==> src/rtl/mem_arbiter_if.sv <==
// Bus bundle between the two requesters, the arbiter and the single-port memory.
// The dma_lock signal exists only when MEM_ARB_LOCK_EN is defined.
interface mem_arbiter_if #(
  parameter int AW = 16,
  parameter int DW = 16
);
  logic          cpu_req;
  logic          cpu_we;
  logic [AW-1:0] cpu_adr;
  logic [DW-1:0] cpu_wdata;
  logic [DW-1:0] cpu_rdata;
  logic          cpu_ack;

  logic          dma_req;
  logic          dma_we;
  logic [AW-1:0] dma_adr;
  logic [DW-1:0] dma_wdata;
  logic [DW-1:0] dma_rdata;
  logic          dma_ack;
`ifdef MEM_ARB_LOCK_EN
  logic          dma_lock;
`endif

  logic [AW-1:0] mem_adr;
  logic [DW-1:0] mem_wd;
  logic          mem_we;
  logic [DW-1:0] mem_rd;
  logic [1:0]    grant;

  // Arbiter side: requests and memory read data in, acks/data/strobes out.
  modport slave (
    input  cpu_req, cpu_we, cpu_adr, cpu_wdata,
    output cpu_rdata, cpu_ack,
    input  dma_req, dma_we, dma_adr, dma_wdata,
    output dma_rdata, dma_ack,
`ifdef MEM_ARB_LOCK_EN
    input  dma_lock,
`endif
    output mem_adr, mem_wd, mem_we,
    input  mem_rd,
    output grant
  );

  // Environment side: requesters plus memory model.
  modport master (
    output cpu_req, cpu_we, cpu_adr, cpu_wdata,
    input  cpu_rdata, cpu_ack,
    output dma_req, dma_we, dma_adr, dma_wdata,
    input  dma_rdata, dma_ack,
`ifdef MEM_ARB_LOCK_EN
    output dma_lock,
`endif
    input  mem_adr, mem_wd, mem_we,
    output mem_rd,
    input  grant
  );
endinterface

==> src/rtl/mem_arbiter.sv <==
// CPU/DMA arbiter for a single-port memory: fixed CPU priority with a DMA starvation bound.
// Optional DMA burst lock is enabled by defining MEM_ARB_LOCK_EN.
module mem_arbiter #(
  parameter int AW       = 16,
  parameter int DW       = 16,
  parameter int MAX_WAIT = 4
) (
  input  logic             clk,
  input  logic             reset,
  mem_arbiter_if.slave     bus
);

  typedef enum logic [1:0] {
    IDLE  = 2'd0,
    SERVE = 2'd1,
    RESP  = 2'd2
  } state_t;

  localparam logic [1:0] GNT_NONE = 2'b00;
  localparam logic [1:0] GNT_CPU  = 2'b01;
  localparam logic [1:0] GNT_DMA  = 2'b10;
  localparam logic [3:0] MAX_W    = 4'(MAX_WAIT);

  state_t        state_q, state_d;
  logic [1:0]    grant_q, grant_d;
  logic          we_q, we_d;
  logic [AW-1:0] adr_q, adr_d;
  logic [DW-1:0] wd_q, wd_d;
  logic [DW-1:0] cpu_rdata_q, cpu_rdata_d;
  logic [DW-1:0] dma_rdata_q, dma_rdata_d;
  logic [3:0]    wait_q, wait_d;
  logic          win_any;
  logic          win_dma;
  logic          mem_we_o;
  logic          cpu_ack_o;
  logic          dma_ack_o;
`ifdef MEM_ARB_LOCK_EN
  logic          lock_q, lock_d;
  logic          locked_win;
`endif

  always_ff @(posedge clk or posedge reset) begin
    if (reset) begin
      state_q     <= IDLE;
      grant_q     <= GNT_NONE;
      we_q        <= 1'b0;
      adr_q       <= '0;
      wd_q        <= '0;
      cpu_rdata_q <= '0;
      dma_rdata_q <= '0;
      wait_q      <= '0;
`ifdef MEM_ARB_LOCK_EN
      lock_q      <= 1'b0;
`endif
    end else begin
      state_q     <= state_d;
      grant_q     <= grant_d;
      we_q        <= we_d;
      adr_q       <= adr_d;
      wd_q        <= wd_d;
      cpu_rdata_q <= cpu_rdata_d;
      dma_rdata_q <= dma_rdata_d;
      wait_q      <= wait_d;
`ifdef MEM_ARB_LOCK_EN
      lock_q      <= lock_d;
`endif
    end
  end

  always_comb begin
    state_d     = state_q;
    grant_d     = grant_q;
    we_d        = we_q;
    adr_d       = adr_q;
    wd_d        = wd_q;
    cpu_rdata_d = cpu_rdata_q;
    dma_rdata_d = dma_rdata_q;
    wait_d      = wait_q;
    win_any     = 1'b0;
    win_dma     = 1'b0;
    mem_we_o    = 1'b0;
    cpu_ack_o   = 1'b0;
    dma_ack_o   = 1'b0;
`ifdef MEM_ARB_LOCK_EN
    lock_d      = lock_q;
    locked_win  = 1'b0;
`endif

    case (state_q)
      IDLE: begin
        win_any = bus.cpu_req | bus.dma_req;
        if (!bus.dma_req) wait_d = '0;
`ifdef MEM_ARB_LOCK_EN
        // A held lock keeps the next access for DMA and freezes the wait count.
        locked_win = lock_q & bus.dma_req & bus.dma_lock;
        lock_d     = 1'b0;
        if (locked_win) begin
          win_dma = 1'b1;
        end else
`endif
        if (bus.cpu_req && bus.dma_req) begin
          if (wait_q == MAX_W) begin
            win_dma = 1'b1;
            wait_d  = '0;
          end else begin
            // CPU only wins below MAX_W, so this increment saturates there.
            wait_d  = wait_q + 4'd1;
          end
        end else if (bus.dma_req) begin
          win_dma = 1'b1;
          wait_d  = '0;
        end

        if (win_any) begin
          state_d = SERVE;
          grant_d = win_dma ? GNT_DMA : GNT_CPU;
          we_d    = win_dma ? bus.dma_we    : bus.cpu_we;
          adr_d   = win_dma ? bus.dma_adr   : bus.cpu_adr;
          wd_d    = win_dma ? bus.dma_wdata : bus.cpu_wdata;
        end
      end

      SERVE: begin
        mem_we_o = we_q;
        if (!we_q) begin
          if (grant_q == GNT_DMA) dma_rdata_d = bus.mem_rd;
          else                    cpu_rdata_d = bus.mem_rd;
        end
        state_d = RESP;
      end

      RESP: begin
        cpu_ack_o = (grant_q == GNT_CPU);
        dma_ack_o = (grant_q == GNT_DMA);
`ifdef MEM_ARB_LOCK_EN
        lock_d    = (grant_q == GNT_DMA) & bus.dma_lock;
`endif
        grant_d   = GNT_NONE;
        state_d   = IDLE;
      end

      default: begin
        grant_d = GNT_NONE;
        state_d = IDLE;
      end
    endcase
  end

  assign bus.mem_adr   = adr_q;
  assign bus.mem_wd    = wd_q;
  assign bus.mem_we    = mem_we_o;
  assign bus.grant     = grant_q;
  assign bus.cpu_rdata = cpu_rdata_q;
  assign bus.dma_rdata = dma_rdata_q;
  assign bus.cpu_ack   = cpu_ack_o;
  assign bus.dma_ack   = dma_ack_o;

endmodule

==> src/flat_wrapper.sv <==
// flat-port wrapper written by rule: the top's interface ports become plain ports
module mem_arbiter_flat 
#(
  parameter int AW       = 16,
  parameter int DW       = 16,
  parameter int MAX_WAIT = 4
)
  (clk, reset, bus_cpu_req, bus_cpu_we, bus_cpu_adr, bus_cpu_wdata, bus_cpu_rdata, bus_cpu_ack, bus_dma_req, bus_dma_we, bus_dma_adr, bus_dma_wdata, bus_dma_rdata, bus_dma_ack, bus_mem_adr, bus_mem_wd, bus_mem_we, bus_mem_rd, bus_grant);
  mem_arbiter_if #(.AW(AW), .DW(DW)) bus_i ();
  input  logic clk;
  input  logic reset;
  input wire logic [$bits(bus_i.cpu_req)-1:0] bus_cpu_req;
  input wire logic [$bits(bus_i.cpu_we)-1:0] bus_cpu_we;
  input wire logic [$bits(bus_i.cpu_adr)-1:0] bus_cpu_adr;
  input wire logic [$bits(bus_i.cpu_wdata)-1:0] bus_cpu_wdata;
  output wire logic [$bits(bus_i.cpu_rdata)-1:0] bus_cpu_rdata;
  output wire logic [$bits(bus_i.cpu_ack)-1:0] bus_cpu_ack;
  input wire logic [$bits(bus_i.dma_req)-1:0] bus_dma_req;
  input wire logic [$bits(bus_i.dma_we)-1:0] bus_dma_we;
  input wire logic [$bits(bus_i.dma_adr)-1:0] bus_dma_adr;
  input wire logic [$bits(bus_i.dma_wdata)-1:0] bus_dma_wdata;
  output wire logic [$bits(bus_i.dma_rdata)-1:0] bus_dma_rdata;
  output wire logic [$bits(bus_i.dma_ack)-1:0] bus_dma_ack;
  output wire logic [$bits(bus_i.mem_adr)-1:0] bus_mem_adr;
  output wire logic [$bits(bus_i.mem_wd)-1:0] bus_mem_wd;
  output wire logic [$bits(bus_i.mem_we)-1:0] bus_mem_we;
  input wire logic [$bits(bus_i.mem_rd)-1:0] bus_mem_rd;
  output wire logic [$bits(bus_i.grant)-1:0] bus_grant;
  assign bus_i.cpu_req = bus_cpu_req;
  assign bus_i.cpu_we = bus_cpu_we;
  assign bus_i.cpu_adr = bus_cpu_adr;
  assign bus_i.cpu_wdata = bus_cpu_wdata;
  assign bus_cpu_rdata = bus_i.cpu_rdata;
  assign bus_cpu_ack = bus_i.cpu_ack;
  assign bus_i.dma_req = bus_dma_req;
  assign bus_i.dma_we = bus_dma_we;
  assign bus_i.dma_adr = bus_dma_adr;
  assign bus_i.dma_wdata = bus_dma_wdata;
  assign bus_dma_rdata = bus_i.dma_rdata;
  assign bus_dma_ack = bus_i.dma_ack;
  assign bus_mem_adr = bus_i.mem_adr;
  assign bus_mem_wd = bus_i.mem_wd;
  assign bus_mem_we = bus_i.mem_we;
  assign bus_i.mem_rd = bus_mem_rd;
  assign bus_grant = bus_i.grant;
  mem_arbiter #(.AW(AW), .DW(DW), .MAX_WAIT(MAX_WAIT)) u_core (.clk(clk), .reset(reset), .bus(bus_i));
endmodule
==> config.mk <==
export PLATFORM = sky130hd
export DESIGN_NAME = mem_arbiter_flat
export DESIGN_NICKNAME = d
export VERILOG_FILES = /design/src/rtl/mem_arbiter_if.sv /design/src/rtl/mem_arbiter.sv /design/src/flat_wrapper.sv
export SDC_FILE = /design/constraint.sdc
export NUM_CORES = 1
export LEC_CHECK = 0
export ABC_AREA = 0
export ABC_CLOCK_PERIOD_IN_PS = 2050
export BUFFER_PORTS_ARGS = -buffer_cell sky130_fd_sc_hd__buf_4
export CAP_MARGIN = 40
export CORE_UTILIZATION = 41
export DETAILED_ROUTE_END_ITERATION = 12
export HOLD_SLACK_MARGIN = 0.02
export PLACE_DENSITY = 0.75
export SKIP_CTS_REPAIR_TIMING = 1
export SYNTH_ARGS = -nofsm -noshare
export SYNTH_HDL_FRONTEND = slang
export SYNTH_SLANG_ARGS = --single-unit
export TNS_END_PERCENT = 5
==> constraint.sdc <==
create_clock -name clk -period 2.05 [get_ports clk]
set_input_delay 0.3075 -clock clk [delete_from_list [all_inputs] [get_ports clk]]
set_output_delay 0.3075 -clock clk [all_outputs]
set_load 0.05 [all_outputs]
After elaboration in Yosys (flattened, before gate mapping)
Index checks and enable logic that the tools add are counted.
Word-level totals
  flip-flop bits (word level): 73
  input port bits: 86
  output and inout bits: 69
  word-level logic and storage cells: 42
Cells by class
  add/subtract/negate cells: 1
  equal/unequal tests: 6
  muxes and demuxes: 17
  bitwise gates (word level): 4
  reductions and logical operators: 6
Operators by type and width (count)
  16-bit 2-to-1 mux: 2
  1-bit 2-to-1 mux: 8
  4-bit 2-to-1 mux: 2
  2-bit case mux with 2 select lines: 2
  2-bit 2-to-1 mux: 3
  3-bit AND reduction: 2
  4-bit by 1-bit adder with 4-bit output, second input constant: 1
  2-bit by 1-bit == test with 1-bit output, second input constant: 2
  2-bit == test, second input constant: 2
  4-bit by 3-bit == test with 1-bit output, second input constant: 1
  2-bit AND reduction: 2
  1-bit inverter: 3
  2-bit zero test: 1
  2-bit by 1-bit != test with 1-bit output, second input constant: 1
  1-bit logical AND: 1
  1-bit bitwise OR: 1

Longest topological paths before layout
  word-level depth: 7
  depth in mapped cells: 7
  depth with buffers taken out: 5

Worst setup path before layout
No wires, ideal clock.
  kind: reg-to-output
  from: register u_core.grant_q[1], in the netlist u_core.bus.grant[1]
  to: output bus_dma_ack
  arrival time: 2440 ps
  data required time: 1742 ps
  path slack: -697 ps
  cell stages (with the launch flop): 3
  buffers on the path: 0
  cell sequence: dfrtp_1 -> inv_1 -> nor4b_1
Between the ends
  longest elaborated chain between the ends: 2
Ends and longest elaborated chain
  from (decl): RTL line mem_arbiter.sv:25  | logic [1:0] grant_q, grant_d;
  from (signal assigned): RTL line mem_arbiter.sv:57  | grant_q <= grant_d;
  2-bit == test: RTL line mem_arbiter.sv:134  | dma_ack_o = (grant_q == GNT_DMA);
  1-bit 2-to-1 mux: RTL line mem_arbiter.sv:89  | case (state_q)
  to (decl): RTL line flat_wrapper.sv:23  | output wire logic [$bits(bus_i.dma_ack)-1:0] bus_dma_ack;
No other way between the ends.

Worst setup path after layout
  from: register u_core.state_q[0]
  to: register u_core.dma_rdata_q[8], in the netlist u_core.bus.dma_rdata[8]
Between the ends
  longest elaborated chain between the ends: 2
Ends and longest elaborated chain
  from (decl): RTL line mem_arbiter.sv:24  | state_t state_q, state_d;
  from (signal assigned): RTL line mem_arbiter.sv:56  | state_q <= state_d;
  2-bit by 1-bit == test with 1-bit output: RTL line mem_arbiter.sv:89
  3-bit AND reduction (no line)
  to (signal assigned): RTL line mem_arbiter.sv:62  | dma_rdata_q <= dma_rdata_d;
  to (decl): RTL line mem_arbiter.sv:30  | logic [DW-1:0] dma_rdata_q, dma_rdata_d;
No other way between the ends.
A chain may end at the register's enable or synchronous reset.

==> impl_summary.md <==
Hold path
The min-delay analysis places its worst path in the category in -> async.

STA
Measured against its own limit, the worst slew margin works out to a little over two fifths. The final-report hold violation count is 0. Setup violations remaining at the end of the flow were counted as 0. The post-route clock period utilization is ~87%. Between clock sinks in the finished design, the worst skew comes to slightly below 7 ps. The max-slew violation count is 0. Setup repair after global routing left no endpoint under its margin.

Subtracting the final worst setup slack from the clock period gives ~1800 ps. Once routing completed, OpenROAD measured the worst setup slack at between 200 and 300 ps. The peak clock frequency supported by timing is ~0.56 GHz.

For the pin with the worst max-slew slack, the measured transition is ~860 ps.

Power and ir drop
The power per standard cell area is ~1900 mW/mm^2. The worst-case IR drop observed on VDD is 1070 uV. The analysis attributes to cell leakage a power of around 2.2 nW. Power comes to roughly 8.9 mW.

Die
Measured along the x axis, the die boundary spans ~90 um. The die covers 0.00809 mm^2. The die span in y is between 80 and 90 um.

The placeable core area is about 0.0074 mm^2. For this design the top-level I/O count stands at ~160. The initialized floorplan defines 31 standard-cell rows. For this configuration, the core starts out at a cell density of a little over two fifths.

Cells and area
The layout-stage area growth over the synthesis result is 46.5%. 0 antenna diodes ended up in the layout. The fraction of layout cells with a size suffix above 1 is a little over half.

The total non-filler cell area in the finished layout is roughly 0.0046 mm^2. For this run, the share of the core covered by cells in the final layout is 63.1%. After the last flow step, the layout net total stands at 478.

Worst setup path
The required time at the endpoint of the critical path is approximately 2300 ps. Across all register-to-register paths, the minimum setup slack is between 200 and 300 ps. The startpoint identified for the worst register-to-register timing path is u_core.state_q[0]$_DFFE_PP0P_. The critical path is of the reg -> reg type. In this run the critical register-to-register path is captured at u_core.bus.dma_rdata[8]$_DFFE_PP0P_. Data arrives at the worst endpoint at roughly 2000 ps. The nature of the critical path startpoint is a flip-flop. The critical path endpoint category is a flip-flop. Of all nets on the critical path, the largest fanout is 16. For the worst flop-to-flop path, the logic depth is 3.

Place
Prior to clock tree synthesis, the placed netlist has a worst setup slack of ~270 ps. The final RePlAce weighted congestion is between 0.7 and 0.8. The post-placement cell area is around 0.0044 mm^2. The number of buffers inserted by port buffering is 154.

Detailed placement ended at an HPWL of between 5000 and 6000 um.

Clock network
The source-to-sink clock delay at the later pin of the worst-skew pair is ~330 ps. In this run the number of H-tree levels came out at 3. The root buffer selected by CTS is clkbuf_8. TritonCTS built the clock tree. The number of buffers created by CTS is 9.

After clock tree synthesis, the clock-pin slew on the worst setup and hold paths is roughly 80 ps. Clock tree synthesis found a total of between 70 and 80 sinks. Counting along the longest clock path gives a buffer depth of 2.

Routing
The wire length after detailed routing is about 8000 um. In the final routed layout, each cell accounts on average for ~16 um. The count of TritonRoute iterations in the first routing pass is 4. The via total after detailed routing is between 2000 and 3000.

In this run the remaining antenna-violating nets after routing total 0. The number of vias per cell after detailed routing is 5.24. The DRC violation count after routing is 0. The first routing iteration left 102 violations.

Global routing
Global routing consumed, over all layers together, a little over a fifth of the routing resources. The total congestion overflow is 0. The initial antenna violation count was 0.

Entering global routing, the biggest net connects 74 pins. The first global-routing pass estimated 13400 um of wire. The via count of the first global-routing pass is 2688.

Logic synthesis
For this run, the number of Yosys warnings is 0. A synthesized cell averages around 13 um^2. The number of nets in the synthesized netlist is roughly 330. The async set or reset register ratio after synthesis is between 90% and 100%. In the synthesized netlist, the number of instances is 238. Synthesis instantiated 38 different standard cells from the library. The mapped netlist covers 0.00317 mm^2. The primary flip-flop cell chosen by synthesis mapping is dfrtp_1. The synthesized flop and latch total is 73. Sequential elements use a little under three fifths of the synthesized area.

In this run, synthesis inferred 0 flip-flops with an integrated enable.

Status
The flow ran to the end, and the final reports show no timing, DRC or antenna violations.

Run
The max-capacitance violation count is 0.
==> per-layer routing <==
metal	track usage [%]	vias up	wire length (um)
met5	0	-	0
met4	7.80	0	104
met3	6.60	9	677
met2	33.3	132	3740
met1	27.0	1243	3490
li1	-	1207	-
==> metrics by stage <==
stage,instances,TNS [ps],hold WS [ps]
after floorplan,238,-13.0,453
after global placement,478,0,447
after detailed placement,478,0,451
after CTS,494,0,81.4
after global routing,494,0,93.5
final,494,0,74.7
==> where the power goes <==
| group | internal [mW] | leakage, nW | switching [mW] |
|---|---|---|---|
| registers | 2.14 | 0.885 | 0.431 |
| logic | 1.80 | 1.21 | 3.36 |
| clock network | 0.600 | 0.107 | 0.535 |
| total | 4.54 | 2.20 | 4.33 |
==> critical path, cell delays in order, from the launching register on <==
cell and delay (ps):
dfrtp_1 490, nor3b_2 320, nand3b_2 430, mux2_2 420
==> cells in the final DEF (no fill, tap or decap), drive strengths merged, types with 3 or more instances in the layout <==
cell and count:
mux2 32, dfrtp 73, o21ai 7, a221o 31, buf 159, clkbuf 10, clkinv 4, nand3 5
inv 7, a21boi 31, nor2 3
==> synth_stat cells, drive strengths merged, types with 2 or more instances <==
master	count	area (um^2)
nand3b	2	18.8
a21boi	31	233
clkbuf	9	33.8
buf	9	58.8
a221o	31	310
inv	7	26.3
nand2b	2	12.5
and2	2	12.5
nand4	2	12.5
nand3	5	25.0
ha	2	25.0
dfrtp	73	1830
and3b	2	17.5
o211ai	2	15.0
nor2	3	11.3
o21ai	7	38.8
mux2	32	360
or2	2	12.5
==> worst max-delay path by stage <==
stage,from,to,depth (start not counted)
finish,u_core.state_q[0]$_DFFE_PP0P_,u_core.bus.dma_rdata[8]$_DFFE_PP0P_,3
global route,u_core.state_q[0]$_DFFE_PP0P_,u_core.bus.dma_rdata[8]$_DFFE_PP0P_,3
CTS,u_core.state_q[0]$_DFFE_PP0P_,u_core.bus.dma_rdata[8]$_DFFE_PP0P_,3
detailed placement,u_core.state_q[0]$_DFFE_PP0P_,u_core.bus.dma_rdata[8]$_DFFE_PP0P_,3
global placement,u_core.state_q[0]$_DFFE_PP0P_,u_core.bus.dma_rdata[3]$_DFFE_PP0P_,3
floorplan,u_core.bus.grant[1]$_DFFE_PP0P_,bus_dma_ack,2
==> layout make-up <==
class / count / area [um^2]
clock buffers: 10 / 138
inverters: 7 / 30.0
repair buffers: 159 / 1220
flip-flops and latches: 73 / 1830
multi-input cells: 140 / 1240
fillers: 599 / 2720
well taps: 99 / 124
clock inverters: 6 / 66.3
==> flip-flops by register name (all words and copies together), names as in the netlist <==
name	flops
u_core.bus.mem_adr	16
u_core.wait_q	4
u_core.we_q	1
u_core.bus.grant	2
u_core.bus.mem_wd	16
u_core.bus.cpu_rdata	16
u_core.state_q	2
u_core.bus.dma_rdata	16
==> cell families (layout without fill, tap and decap cells) <==
family                     Yosys count  count (layout)  synth area share (%)
buffers and inverters               25             182                  3.75
adders and majority gates            2               2                 0.789
DFF                                 73              73                  57.6
AOI/OAI and AO/OA                   79              79                  20.8
and+or+nand+nor                     27              27                  5.72
muxes                               32              32                  11.4
No activity file was read; power rests on OpenSTA's default activity.
